**config.mk**
```make
export PLATFORM = sky130hd
export DESIGN_NAME = chunked_adder
export DESIGN_NICKNAME = d
export VERILOG_FILES = /design/src/rtl/chunked_adder.sv
export SDC_FILE = /design/constraint.sdc
export NUM_CORES = 1
export LEC_CHECK = 0
export ABC_AREA = 1
export BUFFER_PORTS_ARGS = -buffer_cell sky130_fd_sc_hd__buf_2
export CAP_MARGIN = 20
export CELL_PAD_IN_SITES_DETAIL_PLACEMENT = 0
export CELL_PAD_IN_SITES_GLOBAL_PLACEMENT = 1
export CORE_UTILIZATION = 28
export DETAILED_ROUTE_END_ITERATION = 7
export PLACE_DENSITY = 0.73
export SETUP_SLACK_MARGIN = 0.5
export SLEW_MARGIN = 0
export SYNTH_ARGS = -nofsm -noshare
export SYNTH_HDL_FRONTEND = slang
export SYNTH_SLANG_ARGS = --single-unit
```
**constraint.sdc**
```tcl
create_clock -name clk -period 2.2 [get_ports clk]
set_input_delay 0.11 -clock clk [delete_from_list [all_inputs] [get_ports clk]]
set_output_delay 0.11 -clock clk [all_outputs]
set_load 0.01 [all_outputs]
```
**src/rtl/chunked_adder.sv**
```systemverilog
// Multi-cycle adder/subtractor: adds two N-bit operands W bits per clock on valid/ready streams.
// Optional signed-overflow output is enabled by defining CHUNKED_ADDER_OVF_EN.
module chunked_adder #(
    parameter int N = 16,
    parameter int W = 4
) (
    input  logic         clk,
    input  logic         rst,
    input  logic         in_valid,
    output logic         in_ready,
    input  logic [N-1:0] x,
    input  logic [N-1:0] y,
    input  logic         Ci,
    input  logic         sub,
    output logic         out_valid,
    input  logic         out_ready,
    output logic [N-1:0] S,
    output logic         Co
`ifdef CHUNKED_ADDER_OVF_EN
    ,
    output logic         ovf
`endif
);

    localparam int CHUNKS = N / W;
    localparam int KW     = (CHUNKS > 1) ? $clog2(CHUNKS) : 1;
    localparam logic [N-1:0] CHUNK_MASK = ~({N{1'b1}} << W);

    generate
        if ((W < 1) || (W > N) || ((N % W) != 0)) begin : g_param_check
            $error("chunked_adder: N must be a non-zero multiple of W with 1 <= W <= N");
        end
    endgenerate

    typedef enum logic [1:0] {
        IDLE,
        RUN,
        DONE
    } state_t;

    state_t        state_q, state_d;
    logic [N-1:0]  a_q, a_d;
    logic [N-1:0]  b_q, b_d;
    logic [N-1:0]  s_q, s_d;
    logic          carry_q, carry_d;
    logic          co_q, co_d;
    logic [KW-1:0] k_q, k_d;

    logic [W-1:0]  aChunk;
    logic [W-1:0]  bChunk;
    logic [W:0]    chunkSum;
    logic          lastChunk;

`ifdef CHUNKED_ADDER_OVF_EN
    logic          ovf_q, ovf_d;
    logic          carryIntoTop;
`endif

    always_ff @(posedge clk) begin
        if (rst) begin
            state_q <= IDLE;
            a_q     <= '0;
            b_q     <= '0;
            s_q     <= '0;
            carry_q <= 1'b0;
            co_q    <= 1'b0;
            k_q     <= '0;
`ifdef CHUNKED_ADDER_OVF_EN
            ovf_q   <= 1'b0;
`endif
        end else begin
            state_q <= state_d;
            a_q     <= a_d;
            b_q     <= b_d;
            s_q     <= s_d;
            carry_q <= carry_d;
            co_q    <= co_d;
            k_q     <= k_d;
`ifdef CHUNKED_ADDER_OVF_EN
            ovf_q   <= ovf_d;
`endif
        end
    end

    // The single W-bit adder sees chunk k of the latched operands; subtract was folded into b_q at accept.
    always_comb begin
        aChunk    = W'(a_q >> (k_q * W));
        bChunk    = W'(b_q >> (k_q * W));
        chunkSum  = {1'b0, aChunk} + {1'b0, bChunk} + {{W{1'b0}}, carry_q};
        lastChunk = (k_q == KW'(CHUNKS - 1));
`ifdef CHUNKED_ADDER_OVF_EN
        carryIntoTop = aChunk[W-1] ^ bChunk[W-1] ^ chunkSum[W-1];
`endif
    end

    always_comb begin
        state_d = state_q;
        a_d     = a_q;
        b_d     = b_q;
        s_d     = s_q;
        carry_d = carry_q;
        co_d    = co_q;
        k_d     = k_q;
`ifdef CHUNKED_ADDER_OVF_EN
        ovf_d   = ovf_q;
`endif
        unique case (state_q)
            IDLE: begin
                if (in_valid) begin
                    a_d     = x;
                    b_d     = sub ? ~y : y;
                    carry_d = sub ? ~Ci : Ci;
                    k_d     = '0;
                    state_d = RUN;
                end
            end
            RUN: begin
                s_d     = (s_q & ~(CHUNK_MASK << (k_q * W)))
                        | (N'(chunkSum[W-1:0]) << (k_q * W));
                carry_d = chunkSum[W];
                if (lastChunk) begin
                    co_d    = chunkSum[W];
                    k_d     = '0;
                    state_d = DONE;
`ifdef CHUNKED_ADDER_OVF_EN
                    ovf_d   = carryIntoTop ^ chunkSum[W];
`endif
                end else begin
                    k_d = k_q + 1'b1;
                end
            end
            DONE: begin
                if (out_ready) begin
                    state_d = IDLE;
                end
            end
            default: state_d = IDLE;
        endcase
    end

    assign in_ready  = (state_q == IDLE);
    assign out_valid = (state_q == DONE);
    assign S         = s_q;
    assign Co        = co_q;
`ifdef CHUNKED_ADDER_OVF_EN
    assign ovf       = ovf_q;
`endif

endmodule

```
==> results.sh, run 1 <==
export IMPL_die_width_um=96.6
export IMPL_min_path_type="input port to register"
export IMPL_vias=2198
export IMPL_post_synth_cell_area_avg_um2=7.88
export IMPL_syn_inst=318
export IMPL_power_mw=2.35
export IMPL_core_area_um2=8680
export IMPL_htreeDepth=2
export IMPL_finalSetupViolCount=0
export IMPL_slew_headroom_pct=68.8
export IMPL_synth_area_um2=2510
export IMPL_pin_count=57
export IMPL_numCtsBuffers=5
export IMPL_clock_fmax_mhz=480
export IMPL_tightestPinTransition_ns=0.468
export IMPL_nFillCells=951
export IMPL_dieHeight_um=96.6
export IMPL_cp_data_required_time_ns=2.39
export IMPL_yosys_warnings=0
export IMPL_multiInputGateArea_um2=1380
export IMPL_portBuffers=56
export IMPL_clock_latency_ns=0.32
export IMPL_track_usage_pct=13.4
export IMPL_p_leak_nw=1.32
export IMPL_synthDistinctLibCells=27
export IMPL_cts_root_buf="clkbuf_8"
export IMPL_grt_overflow_total=0
export IMPL_totalWireLength_um=6000
export IMPL_drt_vias_per_instance=4.54
export IMPL_clk_pin_slew_ns=0.09
export IMPL_layout_min_cycle_time_ns=2.08
export IMPL_drt_iter0_drc=87
export IMPL_hold_viol=0
export IMPL_antennaDiodeCount=0
export IMPL_whs_ns=0.0440
export IMPL_dp_cells=472
export IMPL_grt_pass1_vias=2186
export IMPL_routedWlPerCell_um=12.4
export IMPL_async_flop_share_pct=0
export IMPL_utilization_pct=36.4
export IMPL_synth_seq_area_share_pct=43.1
export IMPL_dp_hpwl_um=4500
export IMPL_setup_worst_path_class="register to register"
export IMPL_grt_max_degree=49
export IMPL_crit_arrival_ns=2.27
export IMPL_antenna_found_initial=0
export IMPL_ant_nets=0
export IMPL_drv_slew=0
export IMPL_maxCapViolations=0
export IMPL_rsz0062_at_grt="yes"
export IMPL_fin_cells=484
export IMPL_status="finished clean"
export IMPL_setup_slack_ns=0.116
export IMPL_cts_tree="yes"
export IMPL_start_util_pct=28.9
export IMPL_layout_area_seq_um2=1090
export IMPL_place_ws_ns=0.00336
export IMPL_crit_fanout=12
export IMPL_ys_ff_latch=54
export IMPL_cts_buffer_depth=2
export IMPL_rows=34
export IMPL_layout_drive_gt1_share_pct=30.3
export IMPL_cp_start_kind="register"
export IMPL_ys_flop_type="dfxtp_1"
export IMPL_powerDensity_nw_per_um2=745
export IMPL_clock_sinks=54
export IMPL_drt_pass1_iter_count=4
export IMPL_syn_nets=365
export IMPL_nets=422
export IMPL_crit_path_end_kind="register"
export IMPL_dieArea_um2=9330
export IMPL_post_route_drc_count=0
export IMPL_grt_pass1_wl_um=10100
export IMPL_skew_ns=0.0119
export IMPL_gp_congestion=0.804
export IMPL_area_growth_pct=26.1
export IMPL_vdd_drop_max_uv=289
export IMPL_synth_edff_count=0
export IMPL_timing_final_crit_share_pct=94.7
final timing paths:
kind / from / cells after the start / slack, ns / endpoint
worst min register to register: S[12] / 2 / 0.46 / S[12]
worst max-delay path: k_q[0] / 11 / 0.12 / carry_q
worst max register to register: k_q[0] / 11 / 0.12 / carry_q
worst min-delay path: x[12] / 3 / 0.04 / a_q[12]
area by class of cell:
cell class / count / share of cell area (%)
Clock inverter: 3 / 1.50
Inverter: 13 / 1.82
Multi-Input combinational cell: 233 / 43.8
Sequential cell: 54 / 34.5
Tap cell: 108 / 4.28
Clock buffer: 5 / 2.18
Timing Repair Buffer: 68 / 12.0
flip-flops by register name, summed over array words and instances (netlist names):
register and cells:
k_q 2, b_q 16, state_q 2, a_q 16, Co 1, S 16, carry_q 1
repair_timing:
action / CTS / global route
hold buffers: 0 / 0
setup endpoints to repair: 18 / 18
gates resized for setup: 4 / 28
setup buffers: 1 / 3
pin swaps: 6 / 11
hold endpoints to repair: 0 / 0
metrics by stage:
step	instance area [um2]	setup TNS, ns
2_1_floorplan	2560	0
3_3_place_gp	2910	0
3_5_place_dp	2910	0
4_1_cts	3040	0
5_1_grt	3160	-0.0653
6_report	3160	0
placed cells by master (no fill, tap or decap), types with 4 or more instances in the layout:
cell,synthesis,final
a21oi_2,0,5
a211oi_1,13,13
xnor2_1,18,18
inv_1,11,10
o21ai_1,0,6
nand2_1,33,32
ha_1,7,6
o21ai_0,33,24
dfxtp_1,54,52
buf_2,1,56
o22ai_2,0,6
buf_4,2,10
nand4_1,4,4
a21oi_1,17,12
nor2_2,3,7
a22oi_1,4,4
a211oi_2,4,4
nor2_1,82,77
clkbuf_8,0,5
kinds of logic after synthesis:
logic type | Yosys count | share of synthesized area [%]
xor gates and xnor gates | 18 | 6.29
adders and majority gates | 9 | 5.09
DFF | 54 | 43.1
and+or+nand+nor | 126 | 20.1
buffers and inverters | 31 | 6.04
AOI/OAI and AO/OA | 80 | 19.4
report_power, final:
group          internal (mW)  switching (mW)
registers               1.05          0.0483
clock network          0.345           0.347
logic                  0.240           0.323
total                   1.64           0.718
critical path, stage by stage (launching register included):
cell	delay [ns]
dfxtp_4	0.41
inv_8	0.07
o21ai_2	0.13
o22ai_2	0.10
fa_2	0.37
fa_2	0.37
a21oi_2	0.12
nor2_1	0.05
nor2_1	0.15
nor2_1	0.06
nor2_1	0.10
nor2_1	0.05
synthesized netlist by cell type, types with 2 or more instances:
library cell,count,share of area (%)
a211oi_1,13,3.9
a211oi_2,4,2.0
a21oi_1,17,3.4
a22oi_1,4,1.2
buf_1,2,0.30
buf_4,2,0.60
buf_6,3,1.3
clkbuf_1,9,1.3
dfxtp_1,54,43
fa_1,2,1.6
ha_1,7,3.5
inv_1,11,1.6
nand2_1,33,4.9
nand3_1,2,0.40
nand4_1,4,1.0
nor2_1,82,12
nor2_2,3,0.75
o21ai_0,33,6.6
o22ai_1,8,2.0
xnor2_1,18,6.3
metal layers:
metal,GRT usage [%],vias up,share of wire (%)
met3,3.25,5,4.0
met4,4.94,0,1.3
li1,-,1168,-
met1,17.5,983,50
met5,0,-,0
met2,21.6,42,45
(Power assumes the default switching activity.)
==> run 2, diff against run 1 <==
--- a/config.mk
+++ b/config.mk
@@ -6,13 +6,13 @@
 export NUM_CORES = 1
 export LEC_CHECK = 0
 export ABC_AREA = 1
-export BUFFER_PORTS_ARGS = -buffer_cell sky130_fd_sc_hd__buf_2
+export BUFFER_PORTS_ARGS = -buffer_cell sky130_fd_sc_hd__clkbuf_2
 export CAP_MARGIN = 20
 export CELL_PAD_IN_SITES_DETAIL_PLACEMENT = 0
 export CELL_PAD_IN_SITES_GLOBAL_PLACEMENT = 1
-export CORE_UTILIZATION = 28
+export CORE_UTILIZATION = 35
 export DETAILED_ROUTE_END_ITERATION = 7
-export PLACE_DENSITY = 0.73
+export PLACE_DENSITY = 0.86
 export SETUP_SLACK_MARGIN = 0.5
 export SLEW_MARGIN = 0
 export SYNTH_ARGS = -nofsm -noshare
==> results.sh, run 2 (synthesis gave the netlist of run 1 again) <==
export IMPL_layout_drive_gt1_share_pct=29.2
export IMPL_ant_nets=0
export IMPL_drt_iter0_drc=65
export IMPL_cp_start_kind="register"
export IMPL_grt_max_degree=45
export IMPL_crit_arrival_ns=2.31
export IMPL_routedWlPerCell_um=11.7
export IMPL_cts_tree="yes"
export IMPL_grt_pass1_vias=2055
export IMPL_cp_cell_sequence="buf_4 -> o21ai_1 -> o22ai_2 -> fa_2 -> fa_2 -> inv_2 -> nor2_2 -> nand2_1 -> a21oi_2"
export IMPL_min_path_type="input port to register"
export IMPL_dp_hpwl_um=4240
export IMPL_core_area_um2=6870
export IMPL_clk_pin_slew_ns=0.09
export IMPL_maxCapViolations=0
export IMPL_post_route_drc_count=0
export IMPL_nFillCells=729
export IMPL_drv_slew=0
export IMPL_cts_hold_buf=0
export IMPL_tightestPinTransition_ns=0.498
export IMPL_slowest_stage="fa_2"
export IMPL_utilization_pct=45.1
export IMPL_path_delay_family="adder cells"
export IMPL_power_mw=2.20
export IMPL_r2r_cells=9
export IMPL_grt_overflow_total=0
export IMPL_setup_slack_ns=0.130
export IMPL_clock_sinks=54
export IMPL_timing_final_crit_share_pct=94.1
export IMPL_slew_headroom_pct=66.8
export IMPL_portBuffers=56
export IMPL_dieHeight_um=86.6
export IMPL_drt_pass1_iter_count=4
export IMPL_setup_worst_path_class="register to register"
export IMPL_htreeDepth=2
export IMPL_crit_fanout=5
export IMPL_clock_fmax_mhz=483
export IMPL_path_common_cell="fa_2"
export IMPL_drt_vias_per_instance=4.63
export IMPL_dieArea_um2=7500
export IMPL_start_util_pct=36.5
export IMPL_layout_min_cycle_time_ns=2.07
export IMPL_track_usage_pct=16.1
export IMPL_layout_commonest_cell="nor2_1"
export IMPL_status="finished clean"
export IMPL_crit_path_end_kind="register"
export IMPL_clock_latency_ns=0.31
export IMPL_totalWireLength_um=5540
export IMPL_final_cell_mix="76 x nor2_1, 56 x clkbuf_2, 52 x dfxtp_1, 32 x nand2_1, 25 x o21ai_0"
export IMPL_cpPeakStageDelay_ns=0.57
export IMPL_crit_cells=9
export IMPL_pin_count=57
export IMPL_area_growth_pct=23.5
export IMPL_dp_cells=461
export IMPL_numCtsBuffers=5
export IMPL_antennaDiodeCount=0
export IMPL_rsz0062_at_grt="yes"
export IMPL_powerDensity_nw_per_um2=710
export IMPL_vdd_drop_max_uv=284
export IMPL_cp_data_required_time_ns=2.44
export IMPL_placed_cell_area_um2=2910
export IMPL_final_design_area_no_fill_um2=3100
export IMPL_fin_tns_setup_ns=0
export IMPL_hold_viol=0
export IMPL_nets=423
export IMPL_vias=2189
export IMPL_cts_root_buf="clkbuf_8"
export IMPL_holdPathStages=3
export IMPL_whs_ns=0.0454
export IMPL_antenna_found_initial=0
export IMPL_rows=30
export IMPL_grt_pass1_wl_um=9380
export IMPL_cts_buffer_depth=2
export IMPL_die_width_um=86.6
export IMPL_p_leak_nw=1.30
export IMPL_fin_cells=473
export IMPL_gp_congestion=0.858
export IMPL_crit_buf_inv=2
export IMPL_skew_ns=0.00390
export IMPL_finalSetupViolCount=0
export IMPL_place_ws_ns=-0.00276
## run 2: cell count changes in the layout (fill, tap and decap cells not counted), moves of 2 or more
cell | before | now
buf_2 | 56 | 0
clkbuf_2 | 0 | 56
o22ai_1 | 2 | 5
o22ai_2 | 6 | 3
a21oi_1 | 12 | 14
a21oi_2 | 5 | 3
## run 2: path summary, 6_finish.rpt
path,startpoint,end,slack (ns)
worst max-delay path,k_q[1],S[9],0.13
worst min-delay path,x[14],a_q[14],0.05
worst max register to register,k_q[1],S[9],0.13
worst min register to register,S[11],S[11],0.47
## run 2: final cells by class
| type | count | area, um2 | area share, % |
|---|---|---|---|
| Clock buffer | 6 | 72.6 | 2.34 |
| Inverter | 13 | 57.6 | 1.86 |
| Timing Repair Buffer | 69 | 398 | 12.9 |
| Clock inverter | 2 | 13.8 | 0.445 |
| Multi-Input combinational cell | 233 | 1350 | 43.5 |
| Tap cell | 96 | 120 | 3.88 |
| Sequential cell | 54 | 1090 | 35.1 |
## run 2: what timing repair did
| action | 4_1_cts | 5_1_grt |
|---|---|---|
| hold endpoints to repair | 0 | 0 |
| setup buffers | 4 | 0 |
| pin swaps | 19 | 2 |
| cloned | 0 | 0 |
| endpoints found under the setup margin | 18 | 18 |
| resized for setup | 24 | 2 |
## run 2: where the power goes
group | switching (mW) | internal [mW] | total [mW]
Sequential | 0.0485 | 1.05 | 1.10
Clock | 0.320 | 0.225 | 0.545
Combinational | 0.317 | 0.236 | 0.553
Total | 0.685 | 1.51 | 2.20
## run 2: layer usage
layer  GRT usage, %  part of all wire, %  up-vias
li1               -                    -     1168
met1           20.0                   49      972
met2           27.1                   46       44
met3           3.62                  3.6        5
met4           6.36                  1.5        0
met5              0                    0        -
## run 2: worst min-delay path, stage by stage
cell and delay, ns:
clkbuf_2 0.07, o21ai_0 0.07, nor2_1 0.07
==> run 3, diff against run 2 <==
--- a/config.mk
+++ b/config.mk
@@ -8,7 +8,7 @@
 export ABC_AREA = 1
 export BUFFER_PORTS_ARGS = -buffer_cell sky130_fd_sc_hd__clkbuf_2
 export CAP_MARGIN = 20
-export CELL_PAD_IN_SITES_DETAIL_PLACEMENT = 0
+export CELL_PAD_IN_SITES_DETAIL_PLACEMENT = 1
 export CELL_PAD_IN_SITES_GLOBAL_PLACEMENT = 1
 export CORE_UTILIZATION = 35
 export DETAILED_ROUTE_END_ITERATION = 7
==> results.sh, run 3 (synthesis gave the netlist of run 1 again) <==
export IMPL_dieHeight_um=86.6
export IMPL_crit_path_end_kind="register"
export IMPL_drt_iter0_drc=22
export IMPL_utilization_pct=45.6
export IMPL_nets=425
export IMPL_slowest_stage="dfxtp_4"
export IMPL_htreeDepth=2
export IMPL_cts_tree="yes"
export IMPL_setup_slack_ns=0.0303
export IMPL_vias=2305
export IMPL_dp_hpwl_um=4970
export IMPL_grt_max_degree=45
export IMPL_antenna_found_initial=0
export IMPL_power_mw=2.28
export IMPL_drv_slew=0
export IMPL_post_route_drc_count=0
export IMPL_cts_buffer_depth=2
export IMPL_min_path_type="input port to register"
export IMPL_ant_nets=0
export IMPL_area_growth_pct=25.0
export IMPL_maxCapViolations=0
export IMPL_hold_viol=0
export IMPL_crit_buf_inv=1
export IMPL_pin_count=57
export IMPL_cp_startpoint="k_q[0]"
export IMPL_path_common_cell="fa_2"
export IMPL_slew_headroom_pct=66.3
export IMPL_timing_final_crit_share_pct=98.6
export IMPL_r2r_start="k_q[0]"
export IMPL_place_ws_ns=-0.0197
export IMPL_layout_drive_gt1_share_pct=31.4
export IMPL_crit_arrival_ns=2.36
export IMPL_hp_start="x[3]"
export IMPL_layout_commonest_cell="nor2_1"
export IMPL_numCtsBuffers=5
export IMPL_powerDensity_nw_per_um2=729
export IMPL_portBuffers=56
export IMPL_final_cell_mix="77 x nor2_1, 56 x clkbuf_2, 52 x dfxtp_1, 30 x o21ai_0, 29 x nand2_1"
export IMPL_routedWlPerCell_um=14.2
export IMPL_core_area_um2=6870
export IMPL_placed_cell_area_um2=2910
export IMPL_status="finished clean"
export IMPL_layout_min_cycle_time_ns=2.17
export IMPL_grt_pass1_vias=2412
export IMPL_clock_latency_ns=0.31
export IMPL_clock_sinks=54
export IMPL_start_util_pct=36.5
export IMPL_gp_congestion=0.858
export IMPL_dieArea_um2=7500
export IMPL_skew_ns=0.00875
export IMPL_antennaDiodeCount=0
export IMPL_r2r_cells=9
export IMPL_totalWireLength_um=6740
export IMPL_final_design_area_no_fill_um2=3130
export IMPL_r2r_end="S[6]"
export IMPL_fin_tns_setup_ns=0
export IMPL_grt_pass1_wl_um=11000
export IMPL_finalSetupViolCount=0
export IMPL_vdd_drop_max_uv=228
export IMPL_setup_worst_path_class="register to register"
export IMPL_die_width_um=86.6
export IMPL_cp_cell_sequence="inv_8 -> o21ai_2 -> o22ai_2 -> fa_2 -> fa_2 -> xnor2_2 -> nor2_2 -> a22oi_1 -> nor2_1"
export IMPL_holdPathStages=3
export IMPL_path_delay_family="adder cells"
export IMPL_clk_pin_slew_ns=0.10
export IMPL_p_leak_nw=1.31
export IMPL_worstHoldEndpoint="a_q[3]"
export IMPL_crit_fanout=7
export IMPL_cp_start_kind="register"
export IMPL_clock_fmax_mhz=461
export IMPL_grt_overflow_total=0
export IMPL_drt_pass1_iter_count=4
export IMPL_drt_vias_per_instance=4.85
export IMPL_cts_root_buf="clkbuf_8"
export IMPL_cp_data_required_time_ns=2.39
export IMPL_track_usage_pct=18.7
export IMPL_tightestPinTransition_ns=0.505
export IMPL_rrSetupSlack_ns=0.03
export IMPL_cpPeakStageDelay_ns=0.43
export IMPL_rows=30
export IMPL_rsz0062_at_grt="yes"
==> run 3: changes by cell type in the layout (fill, tap and decap cells not counted), moves of 2 or more <==
cell     previous run  this run
inv_2               2         5
nand2_1            32        29
nand2_2             2         5
inv_1               9         6
o21ai_1             5         1
nor2_2              8         6
buf_4              10        14
o21ai_0            25        30
buf_6               2         0
==> run 3: worst min-delay path, stage by stage <==
cell	delay, ns
clkbuf_2	0.07
o21ai_0	0.07
nor2_1	0.08
==> run 3: metrics by stage <==
stage | std cells | hold WS, ns
floorplan | 318 | 0.273
global placement | 461 | 0.360
detailed placement | 461 | 0.376
CTS | 472 | 0.0531
global route | 475 | 0.0719
finish | 475 | 0.0543
==> run 3: worst max path at each step <==
stage | end | slack, ns | depth (start not counted)
after floorplan | carry_q | 0.09 | 12
after global placement | carry_q | 0.08 | 11
after detailed placement | S[9] | -0.02 | 9
after CTS | carry_q | 0.08 | 11
after global routing | carry_q | -0.06 | 11
final | S[6] | 0.03 | 9
==> run 3: layout make-up <==
type                       instances  area [um2]
fill                             892        3740
multi-input combinational        233        1380
sequential                        54        1090
timing repair buffer              71         405
tap                               96         120
clock buffer                       6        72.6
inverter                          13        57.6
clock inverter                     2        13.8
==> run 3: metal layers <==
layer	routed length [um]	GRT usage, %	share of wire [%]
met1	2900	21.4	43
met2	3580	35.2	53
met3	184	2.76	2.7
met4	72	6.52	1.1
met5	0	0	0
==> run 3: where the power goes <==
group / switching (mW) / total (mW) / internal (mW)
combinational: 0.369 / 0.634 / 0.264
sequential: 0.0520 / 1.10 / 1.05
clock: 0.319 / 0.547 / 0.227
==> run 3: what timing repair did <==
action                                  CTS  global route
gates resized for setup                  15            14
hold buffers                              0             0
endpoints found under the setup margin   18            18
buffers inserted                          3             3
pin swaps                                17            10
